===== src/rtl/mem_arb_pkg.sv =====
// Shared types and constants for the two-port memory arbiter.
// Message structs mirror the existing 16B memory request/response layout.
package mem_arb_pkg;

    typedef logic [0:0] owner_id_t;

    localparam owner_id_t ARB_REQ0          = 1'b0;
    localparam owner_id_t ARB_REQ1          = 1'b1;
    localparam int        ARB_DEFAULT_DEPTH = 4;

    typedef struct packed {
        logic [2:0]   type_;
        logic [7:0]   opaque;
        logic [31:0]  addr;
        logic [3:0]   len;
        logic [127:0] data;
    } mem_req_16B_t;

    typedef struct packed {
        logic [2:0]   type_;
        logic [7:0]   opaque;
        logic [1:0]   test;
        logic [3:0]   len;
        logic [127:0] data;
    } mem_resp_16B_t;

endpackage


===== src/rtl/mem_arb_owner_fifo.sv =====
// In-order FIFO of requester IDs, one entry per outstanding memory request.
module mem_arb_owner_fifo
    import mem_arb_pkg::*;
#(
    parameter  int p_max_out = ARB_DEFAULT_DEPTH,
    localparam int PTR_W     = $clog2(p_max_out),
    localparam int CNT_W     = PTR_W + 1
) (
    input  logic             clk,
    input  logic             reset,
    input  logic             push,
    input  owner_id_t        push_id,
    input  logic             pop,
    output owner_id_t        head_id,
    output logic             full,
    output logic             empty,
    output logic [CNT_W-1:0] count
);

    owner_id_t        slots_q [p_max_out];
    logic [PTR_W-1:0] head_q;
    logic [PTR_W-1:0] tail_q;
    logic [CNT_W-1:0] count_q;
    logic             do_push;
    logic             do_pop;

    assign full    = (count_q == CNT_W'(p_max_out));
    assign empty   = (count_q == '0);
    assign count   = count_q;
    assign head_id = slots_q[head_q];
    assign do_push = push & ~full;
    assign do_pop  = pop & ~empty;

    // Depth is a power of two, so pointers wrap by plain overflow.
    always_ff @(posedge clk or posedge reset) begin
        if (reset) begin
            head_q  <= '0;
            tail_q  <= '0;
            count_q <= '0;
        end else begin
            if (do_push) tail_q <= tail_q + PTR_W'(1);
            if (do_pop)  head_q <= head_q + PTR_W'(1);
            case ({do_push, do_pop})
                2'b10:   count_q <= count_q + CNT_W'(1);
                2'b01:   count_q <= count_q - CNT_W'(1);
                default: count_q <= count_q;
            endcase
        end
    end

    always_ff @(posedge clk) begin
        if (do_push) slots_q[tail_q] <= push_id;
    end

endmodule


===== src/rtl/mem_port_arbiter.sv =====
// Round-robin arbiter sharing one 16B memory port between icache (0) and dcache (1).
// Optional MEM_ARB_PERF_CNT_EN adds saturating per-requester grant counters.
module mem_port_arbiter
    import mem_arb_pkg::*;
#(
    parameter int p_max_out = ARB_DEFAULT_DEPTH
) (
    input  logic          clk,
    input  logic          reset,
    input  mem_req_16B_t  req0_msg,
    input  logic          req0_val,
    output logic          req0_rdy,
    input  mem_req_16B_t  req1_msg,
    input  logic          req1_val,
    output logic          req1_rdy,
    output mem_req_16B_t  memreq_msg,
    output logic          memreq_val,
    input  logic          memreq_rdy,
    input  mem_resp_16B_t memresp_msg,
    input  logic          memresp_val,
    output logic          memresp_rdy,
    output mem_resp_16B_t resp0_msg,
    output logic          resp0_val,
    input  logic          resp0_rdy,
    output mem_resp_16B_t resp1_msg,
    output logic          resp1_val,
    input  logic          resp1_rdy
`ifdef MEM_ARB_PERF_CNT_EN
    ,
    output logic [31:0]   num_grants0,
    output logic [31:0]   num_grants1
`endif
);

    localparam int CNT_W = $clog2(p_max_out) + 1;

    if (p_max_out < 2 || (p_max_out & (p_max_out - 1)) != 0) begin : g_bad_depth
        $error("mem_port_arbiter: p_max_out must be a power of two >= 2");
    end

    owner_id_t        prio_q;
    owner_id_t        grant_id;
    owner_id_t        head_id;
    logic             any_val;
    logic             req_fire;
    logic             resp_pop;
    logic             head_rdy;
    logic             fifo_full;
    logic             fifo_empty;
    logic [CNT_W-1:0] fifo_count;

    // Request side: priority holder wins if valid, otherwise the other requester.
    assign any_val    = req0_val | req1_val;
    assign grant_id   = (prio_q == ARB_REQ0) ? (req0_val ? ARB_REQ0 : ARB_REQ1)
                                             : (req1_val ? ARB_REQ1 : ARB_REQ0);
    assign memreq_msg = (grant_id == ARB_REQ1) ? req1_msg : req0_msg;
    assign memreq_val = any_val & ~fifo_full & ~reset;
    assign req0_rdy   = any_val & (grant_id == ARB_REQ0) & memreq_rdy & ~fifo_full & ~reset;
    assign req1_rdy   = any_val & (grant_id == ARB_REQ1) & memreq_rdy & ~fifo_full & ~reset;
    assign req_fire   = memreq_val & memreq_rdy;

    always_ff @(posedge clk or posedge reset) begin
        if (reset)         prio_q <= ARB_REQ0;
        else if (req_fire) prio_q <= ~grant_id;
    end

    // Response side: memory answers in order, so the FIFO head names the owner.
    assign head_rdy    = (head_id == ARB_REQ1) ? resp1_rdy : resp0_rdy;
    assign memresp_rdy = ~fifo_empty & head_rdy & ~reset;
    assign resp0_val   = memresp_val & ~fifo_empty & (head_id == ARB_REQ0) & ~reset;
    assign resp1_val   = memresp_val & ~fifo_empty & (head_id == ARB_REQ1) & ~reset;
    assign resp0_msg   = memresp_msg;
    assign resp1_msg   = memresp_msg;
    assign resp_pop    = memresp_val & memresp_rdy;

    mem_arb_owner_fifo #(
        .p_max_out (p_max_out)
    ) u_owner_fifo (
        .clk     (clk),
        .reset   (reset),
        .push    (req_fire),
        .push_id (grant_id),
        .pop     (resp_pop),
        .head_id (head_id),
        .full    (fifo_full),
        .empty   (fifo_empty),
        .count   (fifo_count)
    );

    always_comb begin
        assert (fifo_full == (fifo_count == CNT_W'(p_max_out)));
        assert (fifo_empty == (fifo_count == '0));
    end

`ifdef MEM_ARB_PERF_CNT_EN
    function automatic logic [31:0] sat_inc(input logic [31:0] v);
        return (v == 32'hFFFF_FFFF) ? v : v + 32'd1;
    endfunction

    always_ff @(posedge clk or posedge reset) begin
        if (reset) begin
            num_grants0 <= '0;
            num_grants1 <= '0;
        end else if (req_fire) begin
            if (grant_id == ARB_REQ0) num_grants0 <= sat_inc(num_grants0);
            else                      num_grants1 <= sat_inc(num_grants1);
        end
    end
`endif

endmodule


===== config.mk =====
export PLATFORM = sky130hd
export DESIGN_NAME = mem_port_arbiter
export DESIGN_NICKNAME = d
export VERILOG_FILES = /design/src/rtl/mem_arb_pkg.sv /design/src/rtl/mem_arb_owner_fifo.sv /design/src/rtl/mem_port_arbiter.sv
export SDC_FILE = /design/constraint.sdc
export NUM_CORES = 1
export LEC_CHECK = 0
export CORE_AREA = 2 2 378 380
export DETAILED_ROUTE_END_ITERATION = 12
export DIE_AREA = 0 0 380 382
export PLACE_DENSITY = 0.3
export SLEW_MARGIN = 20
export SYNTH_ARGS = -nofsm -noshare
export SYNTH_HDL_FRONTEND = slang
export SYNTH_SLANG_ARGS = --single-unit

===== constraint.sdc =====
create_clock -name clk -period 2.7 [get_ports clk]
set_input_delay 0.27 -clock clk [delete_from_list [all_inputs] [get_ports clk]]
set_output_delay 0.27 -clock clk [all_outputs]
set_load 0.005 [all_outputs]

After elaboration in Yosys (flattened, before gate mapping):

Memory sizes are Yosys's and may differ from the RTL's.
Index checks and enable logic that the tools add are counted.

* bits in writable memories: 4
* output and inout port bits: 471
* register bits: 8
* memories kept: 1

* equality and inequality tests: 3
* reductions and logical operators: 2
* bitwise operators: 27
* add/sub/neg operators: 4
* muxes and demuxes: 8

Memory list
* u_owner_fifo.slots_q: words 4, width 1, read ports 1, clocked after Yosys merged registers in 0, write ports 1, RTL line mem_arb_owner_fifo.sv:20 `owner_id_t slots_q [p_max_out];`

Operators with widths (count)
* two-way mux 175 bit: 1
* bitwise AND 1 bit: 21
* two-way mux 1 bit: 6
* case mux 3 bit (2 select lines): 1
* NOT 1 bit: 5
* adder 2 x 1 -> 2 bit (second input constant): 2
* adder 3 x 1 -> 3 bit (second input constant): 1
* == test 3 bit (second input constant): 1
* logical NOT 3 bit: 1
* subtractor 3 x 1 -> 3 bit (second input constant): 1
* == test 2 x 1 -> 1 bit (second input constant): 1
* == test 2 bit (second input constant): 1
* nonzero test 2 bit: 1
* OR 1 bit: 1

Depth between registers and ports, before layout:

* depth in word-level cells: 8
* depth in mapped cells: 10

Cells and area by module:

Synthesis repeated with hierarchy kept, for this count alone.

* cells, all modules: 551
* area total of the unflattened synthesis: 5579.1 µm²

Modules (own cells, without submodules)
* mem_port_arbiter: cells an instance 506, instances 1, area an instance 5002.3 µm²
* mem_arb_owner_fifo: cells an instance 45, instances 1, area an instance 576.8 µm²

Least setup slack after synthesis:

OpenSTA, ideal clock, no wires.

* path kind: register to register
* from: register u_owner_fifo.head_q[1]
* to: register u_owner_fifo.count_q[2], in the netlist u_owner_fifo.count[2]
* setup slack: 0.622 ns
* setup time: 0.079 ns
* cell stages (with the launch flop): 11
* arrival time: 1.998 ns
* buffers on the path: 0
* required time: 2.621 ns
* cell sequence: dfrtp_1 -> mux2i_1 -> mux2i_1 -> mux2i_1 -> nor2_1 -> ha_1 -> inv_1 -> fa_1 -> xor2_1 -> nor2_1 -> xor2_1

* cells in the longest elaborated chain, start to end: 8
* elaborated cells on any way between the ends: 10
* those cells by class: eq/ne: 2; mux: 2; bitwise: 4; reduce/logical: 1; memory: 1

RTL lines
* start, declared: RTL line mem_arb_owner_fifo.sv:21 `logic [PTR_W-1:0] head_q;`
* start signal, assigned: RTL line mem_arb_owner_fifo.sv:42 `if (do_pop) head_q <= head_q + PTR_W'(1);`
* memory read (4 x 1 bit) (*)
* two-way mux 1 bit (*): RTL line mem_port_arbiter.sv:68 `assign head_rdy = (head_id == ARB_REQ1) ? resp1_rdy : resp0_rdy;`
* bitwise AND 1 bit (*) (2 in a row): RTL line mem_port_arbiter.sv:69 `assign memresp_rdy = ~fifo_empty & head_rdy & ~reset;`
* bitwise AND 1 bit (*): RTL line mem_port_arbiter.sv:74 `assign resp_pop = memresp_val & memresp_rdy;`
* bitwise AND 1 bit (*): RTL line mem_arb_owner_fifo.sv:32 `assign do_pop = pop & ~empty;`
* via u_owner_fifo.do_pop: RTL line mem_arb_owner_fifo.sv:25 `logic do_pop;`
* == test 2 x 1 -> 1 bit / == test 2 bit (equally long branches): RTL line mem_arb_owner_fifo.sv:43 `case ({do_push, do_pop})`
* case mux 3 bit (2 select lines) / nonzero test 2 bit (equally long branches)
* end signal, assigned: RTL line mem_arb_owner_fifo.sv:44 `2'b10: count_q <= count_q + CNT_W'(1);`
* end signal, assigned: RTL line mem_arb_owner_fifo.sv:45 `2'b01: count_q <= count_q - CNT_W'(1);`
* end signal, assigned: RTL line mem_arb_owner_fifo.sv:46 `default: count_q <= count_q;`
* end, declared: RTL line mem_arb_owner_fifo.sv:23 `logic [CNT_W-1:0] count_q;`

The timed path passes the listed nets; every way through them passes the cells marked *.
A chain may end at the register's enable or synchronous reset.

==> results.sh <==
export IMPL_status="finished, final reports clean"
export IMPL_clkTransAtPathRegs_ns=0.05
export IMPL_synth_cell_types=25
export IMPL_pin_count=974
export IMPL_hold_viol_final=0
export IMPL_crit_slowest_cell="clkdlybuf4s50_1"
export IMPL_portBuffers=538
export IMPL_ys_seq_area_share_pct=6.34
export IMPL_layout_setup_ws_ns=0.0999
export IMPL_vias=6672
export IMPL_final_cell_mix="clkdlybuf4s50_1, nand2_1, buf_4"
export IMPL_grt_use_total_pct=9.80
export IMPL_routed_wl_mm=74.8
export IMPL_grt_pass1_vias=7098
export IMPL_antenna_found_initial=71
export IMPL_htreeDepth=1
export IMPL_clockBufferDepth=2
export IMPL_mostFrequentLayoutCell="clkdlybuf4s50_1"
export IMPL_coreArea_um2=141000
export IMPL_cp_cell_sequence="clkdlybuf4s50_1 > inv_1 > mux2i_4 > buf_12 > buf_16 > buf_12 > nand2_1 > nand2_1 > clkdlybuf4s50_1"
export IMPL_synth_top_area_share_pct=43.1
export IMPL_seq_area_um2=320
export IMPL_cp_end_kind="output port"
export IMPL_die_h_um=382
export IMPL_relSlewSlack_pct=76.0
export IMPL_path_class="input pin to output port"
export IMPL_synth_area_um2=5060
export IMPL_hpwl_mm=70.2
export IMPL_cts_sinks=12
export IMPL_fillers=16700
export IMPL_synthTopCellsByArea="buf_4, nand2_1, dfrtp_1"
export IMPL_crit_buf_inv=6
export IMPL_first_pass_iters=4
export IMPL_placed_area_um2=10800
export IMPL_hold_class="input pin to async pin"
export IMPL_setup_viol=0
export IMPL_fp_dieW_um=380
export IMPL_cts_buffers=3
export IMPL_crit_family="buffers and inverters"
export IMPL_multi_input_area_um2=2360
export IMPL_required_ns=2.43
export IMPL_cap_viol_max_count=0
export IMPL_fin_nets=1672
export IMPL_cellPowerDensity_nw_per_um2=451
export IMPL_crit_path_max_incr_delay_ns=0.54
export IMPL_fin_skew_ns=0.00477
export IMPL_cp_arrival_ns=2.33
export IMPL_worstMarginPinSlew_ns=0.360
export IMPL_post_drt_wl_per_cell_um=24.5
export IMPL_drc=0
export IMPL_syn_num_nets=1424
export IMPL_yosys_warnings=0
export IMPL_fin_util_pct=7.74
export IMPL_hold_ws_ns=0.419
export IMPL_grt_max_degree=46
export IMPL_slew_violations=0
export IMPL_rows=138
export IMPL_fmaxAchievable_mhz=385
export IMPL_grt_setup_unrepaired="no"
export IMPL_overflow=0
export IMPL_synthToLayoutAreaGrowth_pct=116
export IMPL_stdcell_area_um2=10900
export IMPL_grt_pass1_wl_mm=90.7
export IMPL_synth_largest_area_cell="buf_4"
export IMPL_min_period_ns=2.60
export IMPL_initial_core_util_pct=3.59
export IMPL_place_ws_ns=-0.0121
export IMPL_crit_path_start_kind="input pin"
export IMPL_viasPerCell=2.19
export IMPL_timing_final_crit_share_pct=96.3
export IMPL_syn_inst=915
export IMPL_cts_tree="built"
export IMPL_postSynthAreaPerCell_um2=5.53
export IMPL_critPathMaxFanout=27
export IMPL_drive_gt1_share_pct=4.39
export IMPL_clock_latency_ns=0.25
export IMPL_ir_worst_vdd_uv=168
export IMPL_drt_iter0_drc=236
export IMPL_routabilityCongestion=0.827
export IMPL_cts_root_buffer="clkbuf_16"
export IMPL_ys_seq_elements=12
export IMPL_ctsHoldBuffers=0
export IMPL_drtAntennaViolNets=0
export IMPL_die_area_um2=145000
export IMPL_power_leakage_nw=4.24
## power by group
| part | internal, mW | leakage [nW] | total [mW] | switching, mW |
|---|---|---|---|---|
| Combinational | 2.37 | 4.07 | 4.31 | 1.94 |
| Clock | 0.196 | 0.0385 | 0.280 | 0.0840 |
| Sequential | 0.263 | 0.131 | 0.333 | 0.0699 |
| Total | 2.83 | 4.24 | 4.92 | 2.09 |
## per-layer routing
metal / track usage, % / share of wire [%] / up-vias / wire length, µm
met5: 0.298 / 0 / - / 0
met4: 0.220 / 1.1 / 0 / 859
met3: 8.54 / 20 / 122 / 15000
met2: 16.6 / 46 / 864 / 34500
met1: 9.43 / 33 / 2748 / 24300
li1: - / - / 2938 / -
## worst paths after layout
kind	endpoint	depth (start not counted)	slack (ns)	startpoint
worst max-delay path	memreq_msg[114]	9	0.1	req0_val
worst max register to register	u_owner_fifo.count[2]$_DFFE_PP0P_	10	0.34	u_owner_fifo.head_q[1]$_DFFE_PP0P_
min in group clk	u_owner_fifo.count[0]$_DFFE_PP0P_	1	0.51	u_owner_fifo.count[0]$_DFFE_PP0P_
worst min-delay path	u_owner_fifo.tail_q[0]$_DFFE_PP0P_	3	0.42	reset
worst min register to register	u_owner_fifo.count[0]$_DFFE_PP0P_	1	0.51	u_owner_fifo.count[0]$_DFFE_PP0P_
max in group asynchronous	u_owner_fifo.count[0]$_DFFE_PP0P_	3	2.14	reset
## per-stage QoR
step           TNS (ns)  cells  total power [mW]
2_1_floorplan         0    915              2.13
3_3_place_gp    -0.0193   3047              4.78
3_5_place_dp    -0.0121   3047              4.74
4_1_cts               0   3051              5.06
5_1_grt               0   3052              5.40
6_report              0   3053              4.92
## timing repair
action                                  CTS  global route
setup buffers                             0             1
endpoints found under the setup margin    1             4
resized for setup                         1             3
## cells in the mapped netlist
library cell / count
a311oi_4: 1
ha_1: 5
dfrtp_1: 8
buf_2: 30
inv_2: 2
or3_2: 1
xnor2_1: 2
mux2i_2: 1
mux2_4: 2
and3_2: 4
xor2_1: 3
mux2i_1: 7
edfxtp_1: 4
nand2_4: 1
inv_1: 6
nor3_1: 1
buf_4: 290
nor2_1: 7
fa_1: 1
o31ai_1: 1
nand3_1: 1
o21ai_0: 1
clkbuf_1: 8
nand2_1: 527
nor2b_1: 1
## cell families (layout without fill, tap and decap cells)
kind of cell | Yosys count | count (layout) | synth area share, %
simple gates | 543 | 543 | 40.9
mux | 10 | 10 | 2.25
buf+inv | 336 | 583 | 47.2
other cells | 0 | 1 | 0
xor+xnor | 5 | 5 | 0.866
fa+ha+maj | 6 | 6 | 1.63
flops | 12 | 12 | 6.34
compound gates | 3 | 3 | 0.767
## state kept, by name, indices dropped and copies added, names as in the netlist
signal	count
u_owner_fifo.count	3
u_owner_fifo.tail_q	2
u_owner_fifo.slots_q	4
prio_q	1
u_owner_fifo.head_q	2
## worst reg2reg max path, delay by kind of cell (launching register included)
kind          cells  cell delay [ns]
fa+ha+maj         2             0.58
xor+xnor          2             0.29
simple gates      2             0.28
flops             1             0.40
buf+inv           1             0.06
mux               3             0.66
## final cells by class
class                           instances  share of cell area, %
Clock buffer                            3                  0.688
Multi-Input combinational cell        567                   21.7
Tap cell                             1890                   21.7
Inverter                                8                  0.344
Antenna cell                            1                 0.0229
Sequential cell                        12                   2.94
Clock inverter                          1                 0.0344
Timing Repair Buffer                  571                   52.6
No activity file was read; power rests on OpenSTA's default activity.
